## src/rtl/uart_rx_ctrl.sv

```systemverilog
// UART receive framer: 16x oversampled RXD, 2-of-3 vote per bit, parity/stop checks, overrun flag.
// Completes on the deciding Baud16 edge; no backpressure: an unread character is overwritten and OverrunErr set.
module uart_rx_ctrl (
    input  logic       CLK,
    input  logic       RESETn,
    input  logic       Baud16,
    input  logic       RxEn,
    input  logic [2:0] DataBits,
    input  logic [1:0] Parity,
    input  logic       StopBits,
    input  logic       RXD,
    input  logic       RxRead,
    output logic [7:0] RxData,
    output logic       RxDataReady,
    output logic       ParityErr,
    output logic       FrameErr,
    output logic       OverrunErr,
    output logic       RxBusy
);

    typedef enum logic [2:0] {IDLE, START, DATA, PARITY, STOP} state_t;

    state_t     state;
    logic       rx_meta;
    logic       rxs;
    logic [3:0] cnt;
    logic [2:0] bitcnt;
    logic       armed;
    logic       s7;
    logic       s8;
    logic [7:0] shift;
    logic       par_acc;
    logic       ferr_acc;

    logic       vote;
    logic       par_en;
    logic [7:0] data_mask;

    always_comb begin
        vote      = (s7 & s8) | (s7 & rxs) | (s8 & rxs);
        par_en    = (Parity == 2'b01) || (Parity == 2'b10);
        data_mask = 8'hFF >> (3'd7 - DataBits);
    end

    always_ff @(posedge CLK or negedge RESETn) begin
        if (!RESETn) begin
            rx_meta <= 1'b1;
            rxs     <= 1'b1;
        end else begin
            rx_meta <= RXD;
            rxs     <= rx_meta;
        end
    end

    always_ff @(posedge CLK or negedge RESETn) begin
        if (!RESETn) begin
            state       <= IDLE;
            cnt         <= 4'd0;
            bitcnt      <= 3'd0;
            armed       <= 1'b0;
            s7          <= 1'b1;
            s8          <= 1'b1;
            shift       <= 8'd0;
            par_acc     <= 1'b0;
            ferr_acc    <= 1'b0;
            RxData      <= 8'd0;
            RxDataReady <= 1'b0;
            ParityErr   <= 1'b0;
            FrameErr    <= 1'b0;
            OverrunErr  <= 1'b0;
            RxBusy      <= 1'b0;
        end else if (!RxEn) begin
            state       <= IDLE;
            cnt         <= 4'd0;
            bitcnt      <= 3'd0;
            armed       <= 1'b0;
            RxDataReady <= 1'b0;
            ParityErr   <= 1'b0;
            FrameErr    <= 1'b0;
            OverrunErr  <= 1'b0;
            RxBusy      <= 1'b0;
        end else begin
            if (RxRead) begin
                RxDataReady <= 1'b0;
                OverrunErr  <= 1'b0;
            end
            if (Baud16) begin
                if (cnt == 4'd7) s7 <= rxs;
                if (cnt == 4'd8) s8 <= rxs;
                case (state)
                    IDLE: begin
                        if (rxs) begin
                            armed <= 1'b1;
                        end else if (armed) begin
                            cnt      <= 4'd0;
                            armed    <= 1'b0;
                            shift    <= 8'd0;
                            par_acc  <= 1'b0;
                            ferr_acc <= 1'b0;
                            state    <= START;
                            RxBusy   <= 1'b1;
                        end
                    end
                    START: begin
                        cnt <= cnt + 4'd1;
                        if (cnt == 4'd9 && vote) begin
                            state  <= IDLE;
                            armed  <= 1'b0;
                            RxBusy <= 1'b0;
                        end else if (cnt == 4'd15) begin
                            cnt    <= 4'd0;
                            bitcnt <= 3'd0;
                            state  <= DATA;
                        end
                    end
                    DATA: begin
                        cnt <= cnt + 4'd1;
                        if (cnt == 4'd9) begin
                            shift[bitcnt] <= vote;
                            par_acc       <= par_acc ^ vote;
                        end
                        if (cnt == 4'd15) begin
                            cnt <= 4'd0;
                            if (bitcnt == DataBits) begin
                                bitcnt <= 3'd0;
                                state  <= par_en ? PARITY : STOP;
                            end else begin
                                bitcnt <= bitcnt + 3'd1;
                            end
                        end
                    end
                    PARITY: begin
                        cnt <= cnt + 4'd1;
                        if (cnt == 4'd9) par_acc <= par_acc ^ vote;
                        if (cnt == 4'd15) begin
                            cnt    <= 4'd0;
                            bitcnt <= 3'd0;
                            state  <= STOP;
                        end
                    end
                    STOP: begin
                        cnt <= cnt + 4'd1;
                        if (cnt == 4'd9) begin
                            if (!StopBits || bitcnt == 3'd1) begin
                                // Finishing mid stop bit leaves half a bit to re-arm before the next start edge.
                                RxData      <= shift & data_mask;
                                ParityErr   <= par_en && ((Parity == 2'b01) ? ~par_acc : par_acc);
                                FrameErr    <= ferr_acc | ~vote;
                                RxDataReady <= 1'b1;
                                if (RxRead)           OverrunErr <= 1'b0;
                                else if (RxDataReady) OverrunErr <= 1'b1;
                                state  <= IDLE;
                                armed  <= 1'b0;
                                RxBusy <= 1'b0;
                            end else begin
                                ferr_acc <= ferr_acc | ~vote;
                            end
                        end
                        if (cnt == 4'd15) begin
                            cnt    <= 4'd0;
                            bitcnt <= 3'd1;
                        end
                    end
                    default: begin
                        state  <= IDLE;
                        RxBusy <= 1'b0;
                    end
                endcase
            end
        end
    end

endmodule

```

## config.mk

```make
export PLATFORM = sky130hd
export DESIGN_NAME = uart_rx_ctrl
export DESIGN_NICKNAME = d
export VERILOG_FILES = /design/src/rtl/uart_rx_ctrl.sv
export SDC_FILE = /design/constraint.sdc
export NUM_CORES = 1
export LEC_CHECK = 0
export ABC_AREA = 1
export ABC_CLOCK_PERIOD_IN_PS = 2120
export BUFFER_PORTS_ARGS = -buffer_cell sky130_fd_sc_hd__buf_2
export CAP_MARGIN = 0
export CORE_MARGIN = 4
export CORE_UTILIZATION = 41
export CTS_CLUSTER_SIZE = 24
export DETAILED_ROUTE_END_ITERATION = 7
export GPL_ROUTABILITY_DRIVEN = 1
export PLACE_DENSITY_LB_ADDON = 0.15
export SLEW_MARGIN = 15
export SYNTH_ARGS = -nofsm -noshare
export SYNTH_HDL_FRONTEND = slang
export SYNTH_SLANG_ARGS = --single-unit
```

## constraint.sdc

```tcl
create_clock -name CLK -period 2.12 [get_ports CLK]
set_clock_uncertainty 0.1 [all_clocks]
set_input_delay 0 -clock CLK [delete_from_list [all_inputs] [get_ports CLK]]
set_output_delay 0 -clock CLK [all_outputs]
set_load 0.05 [all_outputs]
```

==> reports/summary.txt <==
Cell accounting for the most synthesized area - dfrtp_1
Global Route met3 Usage - 3.29%
Worst setup slack before clock tree synthesis - 281 ps
Met1 usage in global routing - 24.1%
Total of max-cap violations - 0
Synthesized cell area - 2240 um^2
Main flop type after synthesis - dfrtp_1
Fraction of registers with async set or reset after synthesis - 100%
Detailed-placement wirelength estimate - 3650 um
Post-cts sizing count - 0
Top-level I/O count - 25
Area of all placed cells without fillers - 2610 um^2
Worst Path Max Fanout - 7
Biggest area contributors in the synthesized netlist - dfrtp_1, nand2_1, nand3_1
Most frequent cells in the layout - nand2_1, dfrtp_1, nand3_1
Cell leakage power - 1.33 nW
Number of cells produced by synthesis - 295
Count of placed standard cells in the final layout, fillers left out - 398
Kind of end point of the critical path - flip-flop
Achievable Freq - 0.543 GHz
Net Sw Frac - 35.8%
All-Layer GR Usage - 16.4%
Cell row count - 26
Combinational fraction of design power - 30.4%
Clock-pin slew of the registers on the worst-case setup and hold paths - 80 ps
Commonest non-fill, non-tap cell in the layout - nand2_1
Number of sinks on the clock net - 38
Smallest setup slack after layout - 277 ps
Net count of the finished layout - 345
DRT antenna net count - 0
Placed standard-cell area - 2390 um^2
Worst EP required - 2250 ps
Vert. Die Dim - 81.8 um
Clock Tree Root - clkbuf_8
Tmin final - 1840 ps
Detailed-route wire length - 5050 um
Count of port buffers added during placement - 24
Initial core utilization - 43.0%
Final weighted congestion of routability-driven global placement - 0.901
Via-per-instance ratio - 4.94
Power density of the placed cells - 893 nW/um^2
Number of synthesized flops with an enable pin - 0
Overall die width - 81.8 um
Power consumption - 2.33 mW
Cell total after placement - 383
Antenna violations before repair - 0
Count of endpoints failing setup in the final report - 0
Power dissipated by switching net loads - 833 uW
Crit Path Category - reg2reg
Worst path arrival time - 1970 ps
GRT overflow - 0
Result of the run - finished clean
Iteration-0 DRC count of the detailed router - 98
Global-route wire length before repair - 8360 um
Average cell area after synthesis - 7.58 um^2
Floorplan Core Area - 5200 um^2
Number of remaining DRC errors - 0
VDD IR-drop max - 0.000394 V
Inserted Clock Buffers - 5
Largest buffer count on any clock path - 2
Class of the worst hold path - in2reg
Clock latency reported for the late side of the worst-skew pair - 290 ps
Register area share after synthesis - 42.8%
Number of antenna diodes - 0
Number of buffers inserted to repair setup after CTS - 0
Via count of the first global-routing pass - 1743
Layout overhead on the synthesized area - 16.6%
Ratio of cells with drive above 1 in the final layout - 18.0%
Type of element launching the critical path - flip-flop
Sequential fraction of design power - 36.7%
Unrepaired setup endpoints after global routing - no
Post-route fraction of the period consumed by the critical path - 86.9%
Average detailed-routed wire length per instance - 12.7 um
Final count of hold timing violations - 0
Met2 layer usage reported by global route - 23.8%
Number of iterations in the first detailed-routing pass - 4
Layer carrying the most global-route usage - met1
Post-synth net total - 313
Number of H-tree levels - 2
Clock tree from TritonCTS - done
Fraction of power consumed by the clock network - 32.9%
Fraction of synthesized cell area taken by the top area cell type - 38.1%
Max-slew headroom - 43.2%
Total Neg Setup Slack - 0 ps
Die area - 6700 um^2
Largest net degree at the start of global routing - 39
Transition time of the tightest slew-check pin - 852 ps
Routed vias - 1967
Count of synthesis-stage warnings from yosys - 0
Synth Register Bits - 38
Distinct cell type count of the synthesized netlist - 29
Cell internal power dissipation - 1.49 mW
Max Transition Viols Final - 0
-- per-stage QoR --
| step | hold WS (ps) | utilization (%) |
|---|---|---|
| 6_report | 5.75 | 50.1 |
| 5_1_grt | 25.4 | 50.1 |
| 2_1_floorplan | -396 | - |
| 3_3_place_gp | 6.24 | 46.0 |
| 3_5_place_dp | 8.56 | 46.0 |
| 4_1_cts | 2.57 | 50.1 |
-- registers in the layout, indices dropped and copies added, names as in the netlist --
name,count
armed,1
OverrunErr,1
ParityErr,1
cnt,4
s8,1
shift,8
par_acc,1
RxBusy,1
state,3
RxData,8
rxs,1
RxDataReady,1
bitcnt,3
s7,1
rx_meta,1
FrameErr,1
ferr_acc,1
-- per-layer routing --
metal  wire [um]  up-vias  part of all wire [%]
met5           0        -                     0
met4          63        0                   1.2
met3         216        5                   4.3
met2        2150       37                    43
met1        2610      896                    52
li1            -     1029                     -
-- cell usage after synthesis (3+ instances only) --
cell type	instances
nand2_1	83
dfrtp_1	34
nand3_1	34
inv_1	28
o21ai_0	24
nor2_1	12
a21oi_1	9
nor3_1	9
o21ai_1	9
nand4_1	7
ha_1	6
inv_2	5
nand2_2	5
dfstp_2	4
nor2_4	4
buf_6	3
nand2_4	3
-- critical path, stage by stage (launching register included) --
cell     delay (ps)
dfrtp_1         470
inv_1           200
ha_1            180
nand2_1          70
nand2_1         110
nand2_1         130
nand3_1         110
nand2_1         100
nor2_1          160
nand3_1          90
nand2_1          70
-- area by class of cell --
cell class / instances / area, um^2
tap: 70 / 87.6
clock buffer: 6 / 82.6
sequential: 38 / 956
timing repair buffer: 31 / 190
fill: 532 / 2600
multi-input combinational: 217 / 1100
inverter: 34 / 130
clock inverter: 2 / 60.1
-- repair_timing --
| action | in CTS | in global routing |
|---|---|---|
| hold buffers | 7 | 0 |
| endpoints found under the setup margin | 0 | 0 |
| endpoints found under the hold margin | 42 | 0 |
-- cell families (layout without fill, tap and decap cells) --
group / after synthesis / count (layout) / synth area share, %
buf+inv: 40 / 73 / 8.00
fa+ha+maj: 6 / 6 / 3.36
compound gates: 47 / 47 / 11.0
xor+xnor: 3 / 3 / 1.18
simple gates: 161 / 161 / 33.7
flops: 38 / 38 / 42.8
-- power by group through the flow --
stage | combinational [mW] | clock (mW) | sequential [mW]
after detailed placement | 0.696 | 0 | 0.868
final | 0.707 | 0.765 | 0.855
after floorplan | 0.518 | 0 | 0.887
after global placement | 0.705 | 0 | 0.866
after CTS | 0.709 | 0.791 | 0.854
after global routing | 0.809 | 0.816 | 0.864
-- worst paths after layout --
kind / startpoint / cells past startpoint / end / slack [ps]
min in group asynchronous: RESETn / 2 / ParityErr / 250
hold / removal: Baud16 / 5 / RxData[0] / 6
hold reg to reg: rx_meta / 0 / rxs / 260
setup reg to reg: bitcnt[1] / 10 / state[1] / 280
max in group asynchronous: RESETn / 2 / state[2] / 1140
setup / recovery: bitcnt[1] / 10 / state[1] / 280
Note: power is estimated with default switching activity, not from simulation.
